**config.mk**
```make
export PLATFORM = sky130hd
export DESIGN_NAME = dmem_arbiter
export DESIGN_NICKNAME = d
export VERILOG_FILES = /design/src/rtl/dmem_arbiter.sv
export SDC_FILE = /design/constraint.sdc
export NUM_CORES = 1
export LEC_CHECK = 0
export ABC_AREA = 0
export CAP_MARGIN = 25
export CORE_MARGIN = 2
export CORE_UTILIZATION = 25
export DETAILED_ROUTE_END_ITERATION = 10
export DONT_BUFFER_PORTS = 1
export PLACE_DENSITY = 0.4
export RECOVER_POWER = 100
export SYNTH_ARGS = -nofsm -noshare
export SYNTH_HDL_FRONTEND = slang
export SYNTH_SLANG_ARGS = --single-unit
```
**constraint.sdc**
```tcl
create_clock -name clk -period 2.63 [get_ports clk]
set_input_delay 0.263 -clock clk [delete_from_list [all_inputs] [get_ports clk]]
set_output_delay 0.263 -clock clk [all_outputs]
set_load 0.01 [all_outputs]
```
**src/rtl/dmem_arbiter.sv**
```systemverilog
// rtl/dmem_arbiter.sv - two-port data memory arbiter with starvation guard, lock and registered read response
// Port 0 (MEM stage) has priority; port 1 is guaranteed a slot after STARVE_MAX denied cycles.
module dmem_arbiter #(
  parameter int ADDR_W     = 32,
  parameter int DATA_W     = 32,
  parameter int STARVE_MAX = 4
) (
  input  logic              clk,
  input  logic              rst_n,

  input  logic              p0_req,
  input  logic              p0_we,
  input  logic              p0_lock,
  input  logic [ADDR_W-1:0] p0_addr,
  input  logic [DATA_W-1:0] p0_wdata,
  output logic              p0_gnt,
  output logic              p0_rvalid,
  output logic [DATA_W-1:0] p0_rdata,

  input  logic              p1_req,
  input  logic              p1_we,
  input  logic              p1_lock,
  input  logic [ADDR_W-1:0] p1_addr,
  input  logic [DATA_W-1:0] p1_wdata,
  output logic              p1_gnt,
  output logic              p1_rvalid,
  output logic [DATA_W-1:0] p1_rdata,

  output logic [ADDR_W-1:0] mem_access_addr,
  output logic [DATA_W-1:0] mem_write_data,
  output logic              mem_write_en,
  output logic              mem_read,
  input  logic [DATA_W-1:0] mem_read_data
);

  localparam int               CNT_W   = (STARVE_MAX < 1) ? 1 : $clog2(STARVE_MAX + 1);
  localparam logic [CNT_W-1:0] CNT_MAX = CNT_W'(STARVE_MAX);

  typedef enum logic [1:0] {
    IDLE = 2'd0,
    OWN0 = 2'd1,
    OWN1 = 2'd2
  } state_e;

  state_e            state_q, state_d;
  logic [CNT_W-1:0]  starve_q, starve_d;
  logic              rvalid0_q, rvalid0_d;
  logic              rvalid1_q, rvalid1_d;
  logic [DATA_W-1:0] rdata0_q, rdata0_d;
  logic [DATA_W-1:0] rdata1_q, rdata1_d;
  logic              sel0, sel1;
  logic              gnt0, gnt1;

  always_ff @(posedge clk or negedge rst_n) begin
    if (!rst_n) begin
      state_q   <= IDLE;
      starve_q  <= '0;
      rvalid0_q <= 1'b0;
      rvalid1_q <= 1'b0;
      rdata0_q  <= '0;
      rdata1_q  <= '0;
    end else begin
      state_q   <= state_d;
      starve_q  <= starve_d;
      rvalid0_q <= rvalid0_d;
      rvalid1_q <= rvalid1_d;
      rdata0_q  <= rdata0_d;
      rdata1_q  <= rdata1_d;
    end
  end

  // Selection depends only on state and requests; grants are gated by reset so nothing leaks out while rst_n is low.
  always_comb begin
    sel0 = 1'b0;
    sel1 = 1'b0;
    case (state_q)
      IDLE: begin
        if (p1_req && (!p0_req || starve_q == CNT_MAX)) begin
          sel1 = 1'b1;
        end else if (p0_req) begin
          sel0 = 1'b1;
        end
      end
      OWN0:    sel0 = 1'b1;
      OWN1:    sel1 = 1'b1;
      default: begin
        sel0 = 1'b0;
        sel1 = 1'b0;
      end
    endcase
    gnt0 = rst_n && p0_req && sel0;
    gnt1 = rst_n && p1_req && sel1;
  end

  // Ownership release takes effect at the next edge, so the owner may still be granted in its unlock cycle.
  always_comb begin
    state_d = state_q;
    case (state_q)
      IDLE: begin
        if (gnt0 && p0_lock) begin
          state_d = OWN0;
        end else if (gnt1 && p1_lock) begin
          state_d = OWN1;
        end
      end
      OWN0: begin
        if (!p0_lock) begin
          state_d = IDLE;
        end
      end
      OWN1: begin
        if (!p1_lock) begin
          state_d = IDLE;
        end
      end
      default: state_d = IDLE;
    endcase
  end

  always_comb begin
    starve_d = starve_q;
    if (gnt1) begin
      starve_d = '0;
    end else if (p1_req && starve_q != CNT_MAX) begin
      starve_d = starve_q + CNT_W'(1);
    end
  end

  always_comb begin
    mem_access_addr = '0;
    mem_write_data  = '0;
    mem_write_en    = 1'b0;
    mem_read        = 1'b0;
    if (gnt0) begin
      mem_access_addr = p0_addr;
      mem_write_data  = p0_wdata;
      mem_write_en    = p0_we;
      mem_read        = !p0_we;
    end else if (gnt1) begin
      mem_access_addr = p1_addr;
      mem_write_data  = p1_wdata;
      mem_write_en    = p1_we;
      mem_read        = !p1_we;
    end
  end

  // Read data is captured at the edge ending the grant cycle and held until the next read on that port.
  always_comb begin
    rvalid0_d = gnt0 && !p0_we;
    rvalid1_d = gnt1 && !p1_we;
    rdata0_d  = rvalid0_d ? mem_read_data : rdata0_q;
    rdata1_d  = rvalid1_d ? mem_read_data : rdata1_q;
  end

  assign p0_gnt    = gnt0;
  assign p1_gnt    = gnt1;
  assign p0_rvalid = rvalid0_q;
  assign p1_rvalid = rvalid1_q;
  assign p0_rdata  = rdata0_q;
  assign p1_rdata  = rdata1_q;

endmodule

```
# --- After elaboration in Yosys (flattened, before gate mapping) ---
# Index checks and enable logic that the tools add are counted.
word_totals:
  mem_bits_ro: 0
  ramBits: 0
  reg_bits: 71
  word_cells: 51
  mem_count: 0
  latchBits: 0
  in_bits: 168
classes:
  n_div: 0
  n_eq_ne: 7
  addsub: 1
  bitwise_logic: 0
  magnitude_cmp: 0
  n_mux: 20
  reduce_logical: 17
  n_mul: 0
  shifts: 0
ops:
  columns: ["cell", "n"]
  rows:
  - ["$mux 32", 4]
  - ["$logic_and 1x1->1", 10]
  - ["$mux 2", 4]
  - ["$mux 1", 7]
  - ["$mux 3", 2]
  - ["$ne 3x3->1 const B", 2]
  - ["$pmux 2 s3", 1]
  - ["$ne 2x2->1 const B", 2]
  - ["$pmux 1 s2", 2]
  - ["$add 3x1->3 const B", 1]
  - ["$eq 3x3->1 const B", 1]
  - ["$logic_not 1->1", 3]
  - ["$reduce_and 3->1", 1]
  - ["$eq 2x1->1 const B", 1]
  - ["$eq 2x2->1 const B", 1]
  - ["$logic_not 2->1", 1]
  - ["$reduce_bool 2->1", 1]
  - ["$logic_or 1x1->1", 1]

# --- Longest topological paths before layout ---
# Gate-level depths: netlist (run 1).
depth:
  ltp_word: 10
  mapped_depth: 8
  ltp_nobuf: 6

# --- Worst setup path after synthesis (run 1) ---
# OpenSTA, ideal clock, no wires.
synth_path:
  path_kind: "reg-to-output"
  startpoint: "register starve_q[0]"
  endpoint: "output mem_access_addr[15]"
  slack_ps: 734
  arrival_ps: 1633
  path_stages_with_launch: 8
  cell_sequence: "dfrtp_1 > inv_1 > ha_1 > nand2_1 > a211oi_2 > buf_2 > buf_2 > a22o_1"
synth_between:
  elab_chain_cells: 8
  elab_cells_between_ends: 11
  classes_between: "eq/ne: 1; mux: 6; reduce/logical: 4"
synth_lines:
  columns: ["item", "line", "text"]
  rows:
  - ["start, declared", "46", "logic [CNT_W-1:0] starve_q, starve_d;"]
  - ["start signal, assigned", "64", "starve_q <= starve_d;"]
  - ["$eq 3x3->1 *", "78", "if (p1_req && (!p0_req || starve_q == CNT_MAX)) begin"]
  - ["$logic_or 1x1->1 *", "78", null]
  - ["$logic_and 1x1->1 *", "78", null]
  - ["$mux 1", "78", null]
  - ["$pmux 1 s2", "76", "case (state_q)"]
  - ["$logic_and 1x1->1", "92", "gnt1 = rst_n && p1_req && sel1;"]
  - ["$mux 32", "139", "end else if (gnt1) begin"]
  - ["$mux 32 *", "134", "if (gnt0) begin"]
  - ["end, declared", "29", "output logic [ADDR_W-1:0] mem_access_addr,"]
# Mark *: on every way between the ends. The rest lies on a longest branch, timed or not.

# --- Final worst setup path (run 1) ---
layout_path:
  startpoint: "register starve_q[0]"
  endpoint: "output mem_write_data[29]"
layout_between:
  elab_cells_between_ends: 11
  classes_between: "eq/ne: 1; mux: 6; reduce/logical: 4"
layout_lines:
  columns: ["item", "line", "text"]
  rows:
  - ["$eq 3x3->1", "78", null]
  - ["$logic_or 1x1->1", "78", null]
  - ["$logic_and 1x1->1", "78", null]
  - ["$mux 1", "78", null]
  - ["$pmux 1 s2", "76", null]
  - ["$logic_and 1x1->1", "91", "gnt0 = rst_n && p0_req && sel0;"]
  - ["named net p0_gnt", "16", "output logic p0_gnt,"]
  - ["$mux 32", "134", null]
  - ["end, declared", "30", "output logic [DATA_W-1:0] mem_write_data,"]
# The timed path passes the listed nets, and every way through them passes these cells.

==> flow_summary.toml, run 1 <==
[sta]
max_freq_ghz = 0.4169
timing.setup.tns_ps = 0
fin_crit_ps = 2399
setup_viol_count_final = 0
relSlewSlack = -0.1923
rsz0062_at_grt = "false"
fin_skew_ps = 5.915
worstMarginPinSlew_ps = 1788
drv_slew = 72
fin_crit_sh = 0.9121
final_hold_viol_count = 0

[critical_path]
crit_type = "reg -> out"
reg2reg_from = "starve_q[0]"
crit_start = "starve_q[0]"
cp.required_ps = 2370
cp_max_fo = 43
r2r_slack_ps = 500
start_kind = "flip-flop"
cp.arrival_ps = 2140
cp-endpoint = "mem_write_data[29]"
rr_worst_depth = 6
end_kind = "primary output"
r2r-end = "p1_rdata[29]"

[finish]
drive_above_1_share = 0.2381
num-nets-final = 417
fin_cells = 439
regArea_sq_um = 1777
multi_input_area_sq_um = 1474
fillers = 1440
area_growth_pct = 10.93

[die]
dieArea_sq_um = 15020
rows = 43
ios = 302
start_util = 0.2541
die_h_um = 122.5
die_w_um = 122.5
core_sq_um = 13830

[outcome]
status = "finished, violations left"
failed_checks = "max-capacitance violations, max-slew violations"

[grt]
grt_overflow = 0
grt_pass1_vias = 2209
antenna_found_initial = 3
grt_first_pass_wirelength_um = 14390
grt_max_degree = 72
grt_use_total = 0.1380

[clocking]
cts_buffer_depth = 2
cts_resized = 0
insertion_delay_ps = 340
cts_tree = "done"
cts_setup_buffers = 0
path_clk_slew_ps = 60
root_buffer = "clkbuf_16"
numCtsBuffers = 9
postCtsHoldBufs = 2
htree_levels = 3
cts_sinks = 71

[yosys]
synthAdderAreaFrac = 0.007123
synth-async-reset-ratio = 1.000
netlist_area_sq_um = 3513
synthTopCellsByArea = "dfrtp_1, a22o_1, mux2_4"
synth.area.mux_share = 0.2379
synth.most_common_cell = "dfrtp_1"
synth_edf_count = 0
syn_avg_cell_area_sq_um = 14.00
synth.distinct_cells = 27
synth_xor_area_frac = 0.002493
synth_top_area_cell = "dfrtp_1"
synthCells = 251
synthSimpleGateAreaFrac = 0.01959
syn_nets = 421
synth_top_family_by_area = "multiplexers"
synth_compound_area_frac = 0.1795
synth_warnings = 0
synth_flop_cell = "dfrtp_1"
synth_top_area_frac = 0.5057
synth_common_cells = "dfrtp_1, a22o_1, mux2_2, mux2_4, buf_2"
yosys_register_bits = 71
ys_seq_area_frac = 0.5057

[power]
leakagePower_uw = 0.001677
ir_drop_v = 0.0004387
pwr_density_cell_nw_per_um2 = 996.2

[min_path]
hold_path_class = "in -> reg"

[placement]
dp_hpwl_um = 8531
dp_cells = 414
gp_congestion = 0.7303
portBuffers = 0

[job]
drv_cap = 1

[drt]
drtIter0Drc = 153
dr.pass1.iters = 6
wirelength_um = 11140
vias = 2271
wl_per_cell_um = 25.36
drc = 0
viasPerCell = 5.173
drtAntennaViolNets = 0
==> layout by cell type (no fill, tap or decap), drive strengths merged, types with 2 or more instances in the layout <==
cell type / synthesis / layout
nand2: 4 / 4
o211a: 2 / 2
clkbuf: 8 / 15
nor2: 2 / 2
mux2: 64 / 64
ha: 2 / 2
diode: 0 / 7
clkinv: 0 / 2
buf: 14 / 3
a21oi: 2 / 2
dfrtp: 71 / 71
a22o: 65 / 65
inv: 6 / 7
==> state kept, by name, summed over array words and instances (netlist names) <==
register and cells:
state_q 2, p0_rvalid 1, starve_q 3, p0_rdata 32
p1_rdata 32, p1_rvalid 1
==> routing by layer <==
| metal | wire, um | global-route usage | vias up |
|---|---|---|---|
| met5 | 0 | 0 | - |
| met4 | 231 | 0.04885 | 0 |
| met3 | 1485 | 0.07481 | 14 |
| met2 | 4912 | 0.1903 | 163 |
| met1 | 4507 | 0.1816 | 1137 |
| li1 | - | - | 957 |
==> critical path, stage by stage (launching register included) <==
cell	delay, ps
dfrtp_1	380
inv_1	50
ha_1	220
nand4b_1	130
and3_2	490
buf_12	270
a22o_1	250
==> cell families after synthesis <==
kind of cell,after synthesis
AOI/OAI and AO/OA,72
and+or+nand+nor,12
adders and majority gates,2
xor gates and xnor gates,1
DFF,71
muxes,65
buffers and inverters,28
==> worst min-delay path by stage <==
| stage | start | to | slack, ps | depth (start not counted) |
|---|---|---|---|---|
| 3_5_place_dp | rst_n | p0_rdata[3] | -30 | 0 |
| 3_3_place_gp | rst_n | p0_rdata[3] | -30 | 0 |
| 2_1_floorplan | rst_n | p0_rdata[0] | -30 | 0 |
| 5_1_grt | mem_read_data[3] | p1_rdata[3] | 30 | 1 |
| 4_1_cts | p0_lock | state_q[0] | 40 | 1 |
| 6_report | mem_read_data[3] | p1_rdata[3] | 50 | 1 |
==> per-stage QoR <==
stage	setup WS (ps)	total power (uW)	utilization	hold WS (ps)	area, sq um
2_1_floorplan	733.5	2561	-	-32.59	3513
3_3_place_gp	633.2	2745	0.2651	-31.23	3666
3_5_place_dp	610.1	2756	0.2651	-31.32	3666
4_1_cts	229.4	4078	0.2902	43.98	4013
5_1_grt	74.45	4104	0.2812	31.56	3887
6_report	231.2	3883	0.2819	49.05	3897
==> cell type report <==
type / instances / area share
flip-flops and latches: 71 / 0.4559
multi-input cells: 152 / 0.3782
clock buffers: 12 / 0.06581
well taps: 180 / 0.05778
repair buffers: 7 / 0.01862
clock inverters: 4 / 0.01348
inverters: 6 / 0.005778
diodes: 7 / 0.004494
==> where the power goes <==
group	internal [uW]	leakage (uW)	switching, uW
combinational	359	0.000673	332
sequential	1460	0.000850	458
clock	790	0.000153	482
total	2610	0.00168	1270
(Power assumes the default switching activity.)
==> run 2: changes to the inputs <==
--- a/config.mk
+++ b/config.mk
@@ -7,6 +7,7 @@
 export LEC_CHECK = 0
 export ABC_AREA = 0
 export CAP_MARGIN = 25
+export CORE_ASPECT_RATIO = 0.7
 export CORE_MARGIN = 2
 export CORE_UTILIZATION = 25
 export DETAILED_ROUTE_END_ITERATION = 10
==> run 2 against run 1 <==
The run still ends with max-capacitance violations, max-slew violations left. Register-to-register slack improved by 40 ps. Cell count increased by 0.91%. Critical path depth unchanged. Routed wire length decreased by 11%. Non-clock buffer count decreased by 1. Via count decreased by 0.84%. Design area increased by 0.87%. Count of clock-buffer cells in the layout decreased by 3.
==> flow_summary.toml, run 2 (same netlist as run 1, synthesis figures left out) <==
[power]
leakagePower_uw = 0.001689
ir_drop_v = 0.0003488
comb_power_share = 0.171
power.switching_uw = 1264
seqPwrFrac = 0.474
switching_share = 0.3143
power_frac_clock = 0.355
power_uw = 4022
power.internal_uw = 2758
pwr_density_cell_nw_per_um2 = 1023

[min_path]
hold_path_class = "in -> reg"

[placement]
dp_hpwl_um = 7288
placed_cell_area_sq_um = 3671
dp_cells = 423
gp_congestion = 0.7801
portBuffers = 0

[grt]
antenna_found_initial = 2
grt_pass1_vias = 2090
grt_first_pass_wirelength_um = 13660
grt_max_degree = 72
grt_overflow = 0
grt_use_total = 0.1235

[finish]
layout_common_cells = "dfrtp_1, a22o_1, mux2_2"
final_common_cell = "dfrtp_1"
multi_input_area_sq_um = 1478
fin_util = 0.2843
fin_cells = 443
final_cell_area_sq_um = 3931
regArea_sq_um = 1777
fillers = 1442
drive_above_1_share = 0.2390
num-nets-final = 416
area_growth_pct = 11.89

[sta]
worstMarginPinSlew_ps = 1774
setup_viol_count_final = 0
fin_crit_ps = 2392
drv_slew = 72
fin_crit_sh = 0.9095
max_freq_ghz = 0.4181
final_hold_viol_count = 0
timing.setup.tns_ps = 0
fin_skew_ps = 6.063
rsz0062_at_grt = "false"
relSlewSlack = -0.1825

[critical_path]
crit_path_max_incr_delay_ps = 430
crit_path_top_delay_cell = "and3_4"
start_kind = "flip-flop"
path_buf_inv = 2
cp_top_family = "simple AND/OR/NAND/NOR gates"
cp_max_fo = 37
crit_type = "reg -> out"
crit_path_cell_trace = "inv_1, ha_1, nand4b_1, and3_4, buf_6, a22o_1"
cp.required_ps = 2370
end_kind = "primary output"
cp.arrival_ps = 2130

[clocking]
cts_sinks = 71
htree_levels = 3
cts_buffer_depth = 2
numCtsBuffers = 9
path_clk_slew_ps = 60
cts_tree = "done"
root_buffer = "clkbuf_16"
insertion_delay_ps = 330

[die]
rows = 36
die_h_um = 103.2
die_w_um = 145.7
core_sq_um = 13830
dieArea_sq_um = 15030
ios = 302
start_util = 0.2541

[drt]
drc = 0
vias = 2252
viasPerCell = 5.084
drtAntennaViolNets = 0
wl_per_cell_um = 22.41
wirelength_um = 9928
drtIter0Drc = 145
dr.pass1.iters = 4

[outcome]
status = "finished, violations left"
failed_checks = "max-capacitance violations, max-slew violations"

[job]
drv_cap = 1
-- run 2: worst paths after layout --
check	start	endpoint	slack, ps	cells past startpoint
worst max-delay path	starve_q[0]	mem_write_data[22]	240	6
worst min-delay path	mem_read_data[19]	p1_rdata[19]	60	1
worst max register to register	starve_q[0]	p1_rdata[26]	540	6
worst min register to register	p1_rdata[10]	p1_rdata[10]	560	1
max in group asynchronous	rst_n	p0_rdata[30]	600	2
min in group asynchronous	rst_n	p0_rdata[13]	980	2
-- run 2: power by group through the flow --
stage	Clock [uW]	Sequential [uW]	Combinational [uW]
5_1_grt	1540	1960	774
4_1_cts	1480	1930	842
3_3_place_gp	0	1950	800
2_1_floorplan	0	1830	730
3_5_place_dp	0	1940	810
6_report	1430	1910	687
-- run 2: through the flow --
step                      hold slack [ps]  worst slack (ps)
after floorplan                    -32.59             733.5
after global routing                44.00             34.32
final                               62.87             238.0
after CTS                           59.04             144.4
after global placement             -30.54             540.0
after detailed placement           -29.61             512.3
-- run 2: layout make-up --
type,instances,area share
Sequential cell,71,0.4519
Clock buffer,9,0.05729
Clock inverter,7,0.03246
Tap cell,190,0.06047
Multi-Input combinational cell,152,0.3759
Timing Repair Buffer,6,0.01496
Antenna cell,2,0.001273
Inverter,6,0.005729
-- run 2: worst reg2reg max path, cell delays in order, from the launching register on --
cell and delay, ps:
dfrtp_1 410, inv_1 70, ha_1 200, nand2_1 140, a2111o_2 440, buf_4 280
mux2_1 420
-- run 2: per-layer routing --
layer,vias to the layer above,wire (um),global-route usage
met5,-,0,0
li1,948,-,-
met3,13,906,0.04474
met1,1141,4411,0.1756
met4,0,143,0.04299
met2,150,4467,0.1720
-- run 2: timing repair --
action,4_1_cts,5_1_grt
endpoints found under the hold margin,71,0
resized for setup,0,1
setup endpoints to repair,0,37
hold buffers,2,0
buffers inserted,0,0
